**src/rtl/fifo_byte_serializer.sv**
```systemverilog
// fifo_byte_serializer: pops 32-bit words from a show-ahead FIFO
// and streams each one as four bytes on a valid/ready interface.
module fifo_byte_serializer #(
   parameter bit MSB_FIRST = 1'b1,
   parameter int CNT_W     = 16
) (
   input  logic             clk,
   input  logic             rst_n,
   input  logic             en,
   input  logic [31:0]      fifo_dout,
   input  logic             fifo_empty,
   input  logic             fifo_rd_ack,
   input  logic             fifo_rd_err,
   output logic             fifo_read,
   output logic             m_valid,
   output logic [7:0]       m_data,
   input  logic             m_ready,
   output logic             busy,
   output logic             err,
   input  logic             err_clr,
   output logic [CNT_W-1:0] words_sent
);

   typedef enum logic {IDLE, SEND} state_t;

   state_t      state;
   logic [31:0] sh;
   logic [31:0] sh_nx;
   logic [1:0]  idx;
   logic        pend;
   logic        last_hs;
   logic        err_set;

   function automatic logic [7:0] head(input logic [31:0] w);
      return MSB_FIRST ? w[31:24] : w[7:0];
   endfunction

   assign last_hs = (state == SEND) && m_valid && m_ready
                    && (idx == 2'd3);

   // Pop in IDLE, or on the last byte's handshake to chain words.
   assign fifo_read = rst_n && en && !fifo_empty
                      && ((state == IDLE) || last_hs);

   assign sh_nx = MSB_FIRST ? {sh[23:0], 8'h00}
                            : {8'h00, sh[31:8]};

   assign busy = (state == SEND);

   // Exactly one ack, and no error, must follow every pop.
   assign err_set = fifo_rd_err
                    | (pend ? !fifo_rd_ack : fifo_rd_ack);

   // Word load, byte stepping, chaining and the sent-word counter.
   always_ff @(posedge clk or negedge rst_n) begin
      if (!rst_n) begin
         state      <= IDLE;
         sh         <= '0;
         idx        <= '0;
         m_valid    <= 1'b0;
         m_data     <= '0;
         words_sent <= '0;
      end else begin
         unique case (state)
            IDLE: begin
               if (fifo_read) begin
                  sh      <= fifo_dout;
                  m_data  <= head(fifo_dout);
                  idx     <= '0;
                  m_valid <= 1'b1;
                  state   <= SEND;
               end
            end
            SEND: begin
               if (m_ready) begin
                  if (idx != 2'd3) begin
                     idx    <= idx + 2'd1;
                     sh     <= sh_nx;
                     m_data <= head(sh_nx);
                  end else begin
                     if (words_sent != {CNT_W{1'b1}})
                        words_sent <= words_sent
                                      + {{(CNT_W-1){1'b0}}, 1'b1};
                     if (fifo_read) begin
                        sh     <= fifo_dout;
                        m_data <= head(fifo_dout);
                        idx    <= '0;
                     end else begin
                        sh      <= '0;
                        m_data  <= '0;
                        idx     <= '0;
                        m_valid <= 1'b0;
                        state   <= IDLE;
                     end
                  end
               end
            end
            default: state <= IDLE;
         endcase
      end
   end

   // Remember that a pop happened so its ack can be checked next cycle.
   always_ff @(posedge clk or negedge rst_n) begin
      if (!rst_n) pend <= 1'b0;
      else        pend <= fifo_read;
   end

   // Sticky error flag; a new error beats a clear in the same cycle.
   always_ff @(posedge clk or negedge rst_n) begin
      if (!rst_n)       err <= 1'b0;
      else if (err_set) err <= 1'b1;
      else if (err_clr) err <= 1'b0;
   end

endmodule

```
**config.mk**
```make
export PLATFORM = sky130hd
export DESIGN_NAME = fifo_byte_serializer
export DESIGN_NICKNAME = d
export VERILOG_FILES = /design/src/rtl/fifo_byte_serializer.sv
export SDC_FILE = /design/constraint.sdc
export NUM_CORES = 1
export LEC_CHECK = 0
export ABC_AREA = 1
export CAP_MARGIN = 0
export CORE_ASPECT_RATIO = 0.6
export CORE_MARGIN = 5
export CORE_UTILIZATION = 40
export CTS_CLUSTER_SIZE = 14
export DETAILED_ROUTE_END_ITERATION = 12
export PLACE_DENSITY = 0.65
export SLEW_MARGIN = 10
export SYNTH_ARGS = -nofsm -noshare
export SYNTH_HDL_FRONTEND = slang
export SYNTH_SLANG_ARGS = --single-unit
```
**constraint.sdc**
```tcl
create_clock -name clk -period 3.8 [get_ports clk]
set_clock_uncertainty 0.05 [all_clocks]
set_input_delay 0.95 -clock clk [delete_from_list [all_inputs] [get_ports clk]]
set_output_delay 0.95 -clock clk [all_outputs]
set_load 0.01 [all_outputs]
```
-- Yosys cells after proc, flatten, opt, wreduce, memory -nomap -nowiden
Cells that the tools add are included.
W data, S select, Z words.
- bits in registers: 54
- input port bits: 40
- output and inout port bits: 28
- logic and storage cells: 59
- add/subtract/negate cells: 2
- eq/ne operators: 7
- muxes and demuxes: 26
- bitwise logic cells: 3
- reduce and logical (&&, ||, !) cells: 13
- operators with widths (cell ; number):
    $mux W24 ; 4
    $pmux W24 S2 ; 1
    $mux W8 ; 4
    $add A16 B1 Y16 const B ; 1
    $ne A16 B16 Y1 const B ; 1
    $pmux W8 S2 ; 1
    $mux W1 ; 10
    $ne A2 B2 Y1 const B ; 5
    $reduce_and A4 Y1 ; 2
    $logic_and A1 B1 Y1 ; 6
    $mux W2 ; 3
    $pmux W1 S2 ; 2
    $pmux W2 S2 ; 1
    $add A2 B1 Y2 const B ; 1
    $eq A2 B2 Y1 const B ; 1
    $logic_not A1 Y1 ; 2
    $not A1 Y1 ; 2
    $reduce_and A2 Y1 ; 1
    $reduce_bool A2 Y1 ; 1
    $logic_or A1 B1 Y1 ; 1
    $or A1 B1 Y1 ; 1

-- Logic depth before layout (Yosys ltp)
Gate-level depths: netlist of run 1.
- depth in word-level cells: 9
- depth in mapped cells: 9
- mapped depth without buffers: 9

-- Worst setup path before layout of run 1
No wires, ideal clock.
- path kind: input to output
- start: input rst_n
- end: output fifo_read
- arrival time: 1605 ps
- required time: 2800 ps
- setup slack: 1195 ps
- cell stages on the path: 6
- buffers on the path: 0
- cells stage by stage: nand2_1 nor2_2 inv_1 a21oi_1 nand2_1 clkinv_1
- cells in the longest elaborated chain, start to end: 3
- ends and longest elaborated chain (what ; line ; source):
    start: declaration ; 8 ; input logic rst_n,
    $logic_and A1 B1 Y1 (2 in a row) ; 42 ; assign fifo_read = rst_n && en && !fifo_empty
    $logic_and A1 B1 Y1 ; 43 ; && ((state == IDLE) || last_hs);
    end: declaration ; 14 ; output logic fifo_read,
Every way passes these cells.

-- Final worst setup path of run 1
- start: input en
- end: output fifo_read
- cells in the longest elaborated chain, start to end: 3
- ends and longest elaborated chain (what ; line ; source):
    start: declaration ; 9 ; input logic en,
    $logic_and A1 B1 Y1 (2 in a row) ; 42 ;
    $logic_and A1 B1 Y1 ; 43 ;
Every way passes these cells.

==> results by group, run 1 <==
Status
  – Outcome: complete, no violations

Clock network
  – # resized after CTS: 0
  – Clock Tree Buf Depth: 2
  – Clock-pin slew on the worst setup and hold paths: ~60 ps
  – TritonCTS buffer count: 5
  – Clock root buffer master: clkbuf_16
  – Number of buffers inserted by hold repair at cts: 0
  – Setup Buffers After CTS: 0
  – CTS sink count: 54
  – Number of H-tree levels: 2
  – Clock Latency Late Sink: 290 ps
  – CTS tree: yes

Logic synthesis
  – Portion of the post-synthesis area used by sequential elements: 46.08%
  – Total of flip-flops plus latches after synthesis: 54
  – Average instance area after synthesis: 7.520 um2
  – Area of the mapped netlist: about 2900 um2
  – Cell count after synthesis: 390
  – Yosys warnings: 0
  – Syn Nets: around 430
  – Unique masters post-synth: 28

Routing
  – Remaining antenna violation count: 0
  – Final routed wire length divided by cell count: 12.68 um
  – Total wire length after detailed routing: roughly 7 mm
  – Post-DR vias/cell: approximately 4.7
  – DRC violation count after routing: 0
  – 1st-pass router iterations: 4
  – Detailed-route via count: 2554
  – First-iteration detailed-routing DRC count: 166

Global route
  – Largest net degree at the start of global routing: 55
  – Wire length of the first global-routing pass: approximately 12 mm
  – Number of antenna violations at the first check in global routing: 0
  – Vias in the first global route: 2456
  – Overall track demand over capacity in global routing: 15.85%
  – Global route total overflow: 0

Power and ir drop
  – Total power: about 2.4 mW
  – Switching Share: 37.40%
  – Clock power frac: about a fifth
  – Peak supply drop: 0.3488 mV
  – Internal power: 1.472 mW
  – Sequential Power Share: roughly two fifths
  – Leakage power total: roughly 1.8 nW
  – Power per cell area: 622.8 nW/um2
  – Combinational cell fraction of total power: 40.8%
  – NetSw: 0.8793 mW

Final layout
  – Number of inserted filler cells in the final layout: 706
  – Number of nets in the layout: 498
  – Layout cell share with drive strength beyond 1: 7.033%
  – Syn-to-layout area delta: 28.71%
  – Diodes inserted: 0
  – Area used by multi-input combinational logic: ~1300 um2
  – Sequential standard cell area: 1351 um2
  – Filler-free cell count of the finished design: 546

Floorplan
  – Starting utilization of the core area: 40.69%
  – Top Ports: 68
  – Total die area: 9201 um2
  – Die span in y: 76.33 um
  – Rows: 24
  – Area of the placeable core: 7207 um2
  – Floorplan die width: approximately 120 um

Setup path
  – Required time at the worst-slack endpoint: around 2800 ps
  – Source of the critical timing path: en
  – Worst path arrival time: 2470 ps
  – Startpoint of the lowest-slack register-to-register path: words_sent[0]
  – Peak fanout along the critical path: 2
  – Worst R2R Setup Slack: 1920 ps
  – Critical path startpoint category: input pin
  – Crit path capture type: output port
  – Crit Path Class: input pin to output port

Job
  – Max-capacitance violation count: 0

STA
  – Final total negative setup slack: 0 ps
  – Unrepaired setup endpoints after global routing: false
  – Max Clk Rate: 0.2882 GHz
  – Number of endpoints with negative hold slack in the final report: 0
  – Shortest clock period the worst path allows after layout: 3470 ps
  – Final number of max-transition violations: 0
  – Final worst hold slack: 428.2 ps
  – Max-slew headroom at the worst pin: between 40% and 50%
  – Final count of negative-setup-slack endpoints: 0
  – Tcrit/Tclk final: 91.31%
  – Transition time at the pin with the least slew margin: 825.2 ps

Placement
  – Number of buffers inserted by port buffering: 67
  – RePlAce Congestion: approximately 0.81
  – Estimated wirelength of the detail-placed design: 5.003 mm
  – Post-Place Cells: 540

Worst hold path
  – Source of the worst hold timing path: idx[1]
  – Class of the most critical hold timing path: flip-flop to flip-flop
-- cells in the mapped netlist --
library cell,instances,area [um2]
dfrtp_1,54,1351
a21oi_1,25,125.1
nand4_1,4,25.02
o21ai_2,4,35.03
o21ai_0,9,45.04
buf_2,1,5.000
nor2_2,4,25.02
nand2_4,2,22.52
nand3_1,9,45.04
buf_4,4,30.03
nor2_1,87,326.6
nor2_4,1,11.26
o21ai_1,10,50.05
clkinv_1,1,3.750
nand2_2,2,12.51
inv_2,3,11.26
buf_1,1,3.750
buf_6,6,67.56
mux2i_4,1,22.52
xor2_1,3,26.28
nor2_8,2,40.04
nand3b_1,1,7.510
inv_1,42,157.7
nand3b_4,1,20.02
xnor2_1,3,26.28
ha_1,2,25.02
nand3_2,1,10.01
nand2_1,107,401.6
-- path summary, 6_finish.rpt --
kind,depth (start not counted),end
min in group asynchronous,2,sh[8]
worst max register to register,6,words_sent[2]
worst min register to register,2,idx[1]
max in group asynchronous,2,err
worst max-delay path,8,fifo_read
worst min-delay path,2,idx[1]
-- per-stage QoR --
step	setup WS [ps]	util, %	instance area [um2]
final	330.2	52.38	3775
after global routing	245.9	52.38	3775
after CTS	317.2	52.38	3775
after detailed placement	327.3	50.45	3636
after global placement	314.3	50.45	3636
after floorplan	1195	-	2933
-- flip-flops by register name (all words and copies together), names as in the netlist --
| name | flops |
|---|---|
| m_valid | 1 |
| pend | 1 |
| err | 1 |
| sh | 24 |
| idx | 2 |
| busy | 1 |
| words_sent | 16 |
| m_data | 8 |
-- power by group through the flow --
stage	logic, mW	registers (mW)	clock network [mW]
floorplan	0.617	0.960	0
global placement	0.952	0.952	0
detailed placement	0.966	0.960	0
CTS	0.973	0.951	0.464
global route	1.08	0.987	0.485
finish	0.958	0.947	0.446
-- worst max-delay path: stages --
cell and delay [ps]:
clkdlybuf4s50_1 450, nand2_1 50, nor2_2 120, inv_1 60, a21oi_1 150, nand2_1 70
clkinv_1 80, clkdlybuf4s50_1 540
-- per-layer routing --
metal  vias up  part of all wire (%)  GRT usage, %  wire, um
met4         0                  0.77         3.507        53
met1      1186                    49         22.68      3420
li1       1321                     -             -         -
met2        42                    45         24.57      3119
met5         -                     0             0         0
met3         5                   4.8         3.561       333
-- area by class of cell --
class,count,area share (%)
clock buffer,6,3.679
inverter,46,4.574
multi-input combinational,278,34.50
sequential,54,35.80
tap,91,3.016
timing repair buffer,71,18.43
-- layout by cell type (no fill, tap or decap), drive strengths merged --
| cell type | Yosys | layout |
|---|---|---|
| mux2i | 1 | 1 |
| buf | 12 | 5 |
| nand2 | 111 | 111 |
| a21oi | 25 | 25 |
| clkinv | 1 | 1 |
| nand4 | 4 | 4 |
| dfrtp | 54 | 54 |
| inv | 45 | 45 |
| nand3b | 2 | 2 |
| nand3 | 10 | 10 |
| clkbuf | 0 | 6 |
| o21ai | 23 | 23 |
| clkdlybuf4s50 | 0 | 66 |
| xnor2 | 3 | 3 |
| xor2 | 3 | 3 |
| nor2 | 94 | 94 |
| ha | 2 | 2 |
-- logic make-up after synthesis --
family | after synthesis | share of synthesized area [%]
mux | 1 | 0.7679
fa+ha+maj | 2 | 0.8531
compound gates | 48 | 8.703
simple gates | 221 | 32.29
xor+xnor | 6 | 1.792
flops | 54 | 46.08
buf+inv | 58 | 9.513
(Power assumes the default switching activity.)
==> inputs of run 2 (changes only) <==
--- a/config.mk
+++ b/config.mk
@@ -17,3 +17,4 @@
 export SYNTH_ARGS = -nofsm -noshare
 export SYNTH_HDL_FRONTEND = slang
 export SYNTH_SLANG_ARGS = --single-unit
+export TNS_END_PERCENT = 20
==> results of run 2 <==
The final DEF is identical to that of run 1; final timing and power are the same.
==> inputs of run 3 (changes only) <==
--- a/config.mk
+++ b/config.mk
@@ -9,10 +9,10 @@
 export CAP_MARGIN = 0
 export CORE_ASPECT_RATIO = 0.6
 export CORE_MARGIN = 5
-export CORE_UTILIZATION = 40
+export CORE_UTILIZATION = 54
 export CTS_CLUSTER_SIZE = 14
 export DETAILED_ROUTE_END_ITERATION = 12
-export PLACE_DENSITY = 0.65
+export PLACE_DENSITY = 0.84
 export SLEW_MARGIN = 10
 export SYNTH_ARGS = -nofsm -noshare
 export SYNTH_HDL_FRONTEND = slang
==> run 3 against run 2 <==
  * Sequential cell count did not move
  * Critical path type unchanged
  * Die area shrank 23%
  * Combinational power rose by 1%
  * Fmax decreased by 0.97%
  * First-iteration DRC count is 23% lower
  * Via count increased by 3.8%
==> results by group, run 3 (same netlist as run 1, synthesis figures left out) <==
Status
  – Outcome: complete, no violations

Clock network
  – Number of H-tree levels: 2 (unchanged)
  – Setup Buffers After CTS: 0 (unchanged)
  – Clock Latency Late Sink: 310 ps (+20 ps)
  – Clock root buffer master: clkbuf_8
  – Clock Tree Buf Depth: 2 (unchanged)
  – Clock-pin slew on the worst setup and hold paths: 90 ps (+30 ps)
  – Number of buffers inserted by hold repair at cts: 0 (unchanged)
  – CTS tree: yes
  – # resized after CTS: 0 (unchanged)
  – CTS sink count: 54 (unchanged)
  – TritonCTS buffer count: 5 (unchanged)

Routing
  – Final routed wire length divided by cell count: 13.41 um (+5.8%)
  – DRC violation count after routing: 0 (unchanged)
  – First-iteration detailed-routing DRC count: 128 (-23%)
  – Remaining antenna violation count: 0 (unchanged)
  – Post-DR vias/cell: 5.069 (+8.4%)
  – Detailed-route via count: 2651 (+3.8%)
  – Total wire length after detailed routing: 7.016 mm (+1.3%)
  – 1st-pass router iterations: 4 (unchanged)

Final layout
  – Largest register FFs: 24 (unchanged)
  – Diodes inserted: 0 (unchanged)
  – Most frequent standard cell in the layout excluding fill and tap cells: nand2_1
  – Commonest non-fill, non-tap cells in the layout: nand2_1 (107), nor2_1 (87), clkdlybuf4s50_1 (66), dfrtp_1 (54), inv_1 (42)
  – Syn-to-layout area delta: 26.02%
  – Finished Cell Area: 3696 um2 (-2.1%)
  – Register bank with the most flops: sh
  – Number of nets in the layout: 498 (unchanged)
  – Top flop regs: sh (24), words_sent (16), m_data (8)
  – Layout cell share with drive strength beyond 1: 7.221% (+0.19 points)

Floorplan
  – Total die area: 7053 um2 (-23%)
  – Starting utilization of the core area: 56.89% (+16 points)
  – Die span in y: 67.09 um (-12%)
  – Area of the placeable core: 5155 um2 (-28%)
  – Rows: 20 (-17%)
  – Top Ports: 68 (unchanged)
  – Floorplan die width: 105.1 um (-13%)

Global route
  – Overall track demand over capacity in global routing: 21.19% (+5.3 points)
  – Global route total overflow: 0 (unchanged)
  – Number of antenna violations at the first check in global routing: 0 (unchanged)
  – Wire length of the first global-routing pass: 12.10 mm (+1.3%)
  – Largest net degree at the start of global routing: 55 (unchanged)
  – Vias in the first global route: 2613 (+6.4%)

Power and ir drop
  – Leakage power total: 1.734 nW (-1.2%)
  – Peak supply drop: 0.3570 mV (+2.4%)
  – Power per cell area: 609.3 nW/um2 (-2.2%)
  – Total power: 2.252 mW (-4.2%)

STA
  – Max Clk Rate: 0.2854 GHz (-0.97%)
  – Tcrit/Tclk final: 92.21% (+0.90 points)
  – Final number of max-transition violations: 0 (unchanged)
  – Setup ws final: 296.1 ps (-34.04 ps)
  – Transition time at the pin with the least slew margin: 789.0 ps (-36.18 ps)
  – Number of endpoints with negative hold slack in the final report: 0 (unchanged)
  – Max-slew headroom at the worst pin: 47.27% (+2.4 points)
  – Final total negative setup slack: 0 ps (unchanged)
  – Unrepaired setup endpoints after global routing: false
  – Shortest clock period the worst path allows after layout: 3504 ps (+34.04 ps)
  – Final count of negative-setup-slack endpoints: 0 (unchanged)
  – Final worst hold slack: 438.1 ps (+9.945 ps)

Placement
  – Place WS: 305.2 ps (-22.06 ps)
  – Number of buffers inserted by port buffering: 67 (unchanged)
  – Estimated wirelength of the detail-placed design: 5.178 mm (+3.5%)
  – RePlAce Congestion: 0.8283 (+2.7%)
  – Dpl cell area: 3605 um2 (-0.86%)

Setup path
  – Worst R2R Setup Slack: 1880 ps (-40 ps)
  – Crit Path Class: input pin to output port
  – End of the worst register-to-register path: words_sent[2]
  – Peak fanout along the critical path: 2 (unchanged)
  – Crit path capture type: output port
  – Source of the critical timing path: en
  – Required time at the worst-slack endpoint: 2800 ps (about the same)
  – Worst path arrival time: 2500 ps (+30 ps)
  – Startpoint of the lowest-slack register-to-register path: words_sent[0]
  – Register-to-Register Path Depth: 7 (+1)
  – Critical path startpoint category: input pin

Worst hold path
  – Cells on Worst Hold Path: 2 (unchanged)
  – Hold worst-path end: idx[1]
  – Class of the most critical hold timing path: flip-flop to flip-flop
  – Source of the worst hold timing path: idx[1]

Job
  – Max-capacitance violation count: 0 (unchanged)
-- run 3: cell count changes in the layout (fill, tap and decap cells not counted) --
| cell | delta |
|---|---|
| clkbuf_1 | +1 |
| clkbuf_8 | +5 |
| clkbuf_16 | -5 |
| clkinv_2 | +1 |
-- run 3: how the worst max path moves through the flow --
stage / to / slack, ps / cells after the start
2_1_floorplan: fifo_read / 1190 / 6
3_3_place_gp: fifo_read / 300 / 8
3_5_place_dp: fifo_read / 310 / 8
4_1_cts: fifo_read / 290 / 8
5_1_grt: fifo_read / 200 / 8
6_report: fifo_read / 300 / 8
-- run 3: per-layer routing --
metal | share of wire, % | global-route usage [%] | wire (um) | up-vias
met5 | 0 | 0 | 0 | -
met4 | 0.57 | 3.828 | 40 | 0
met3 | 5.6 | 3.775 | 392 | 5
met2 | 45 | 34.64 | 3164 | 58
met1 | 49 | 29.96 | 3419 | 1260
li1 | - | - | - | 1328
-- run 3: critical path, cell delays in order --
cell,delay [ps]
clkdlybuf4s50_1,480
nand2_1,70
nor2_2,100
inv_1,50
a21oi_1,140
nand2_1,80
clkinv_1,80
clkdlybuf4s50_1,540
-- run 3: cell type report --
class	instances	area [um2]
Tap cell	66	82.58
Inverter	46	172.7
Clock inverter	1	5.005
Sequential cell	54	1351
Fill cell	456	1459
Multi-Input combinational cell	278	1303
Clock buffer	7	86.33
Timing Repair Buffer	71	695.7
-- run 3: report_power, final --
part / internal [mW] / total, mW / switching [mW]
Clock: 0.147 / 0.329 / 0.182
Combinational: 0.432 / 0.969 / 0.537
Sequential: 0.782 / 0.954 / 0.172
-- run 3: per-stage QoR --
step,util [%],cells
floorplan,-,390
global placement,69.93,515
detailed placement,69.93,515
CTS,71.70,523
global route,71.70,523
finish,71.70,523
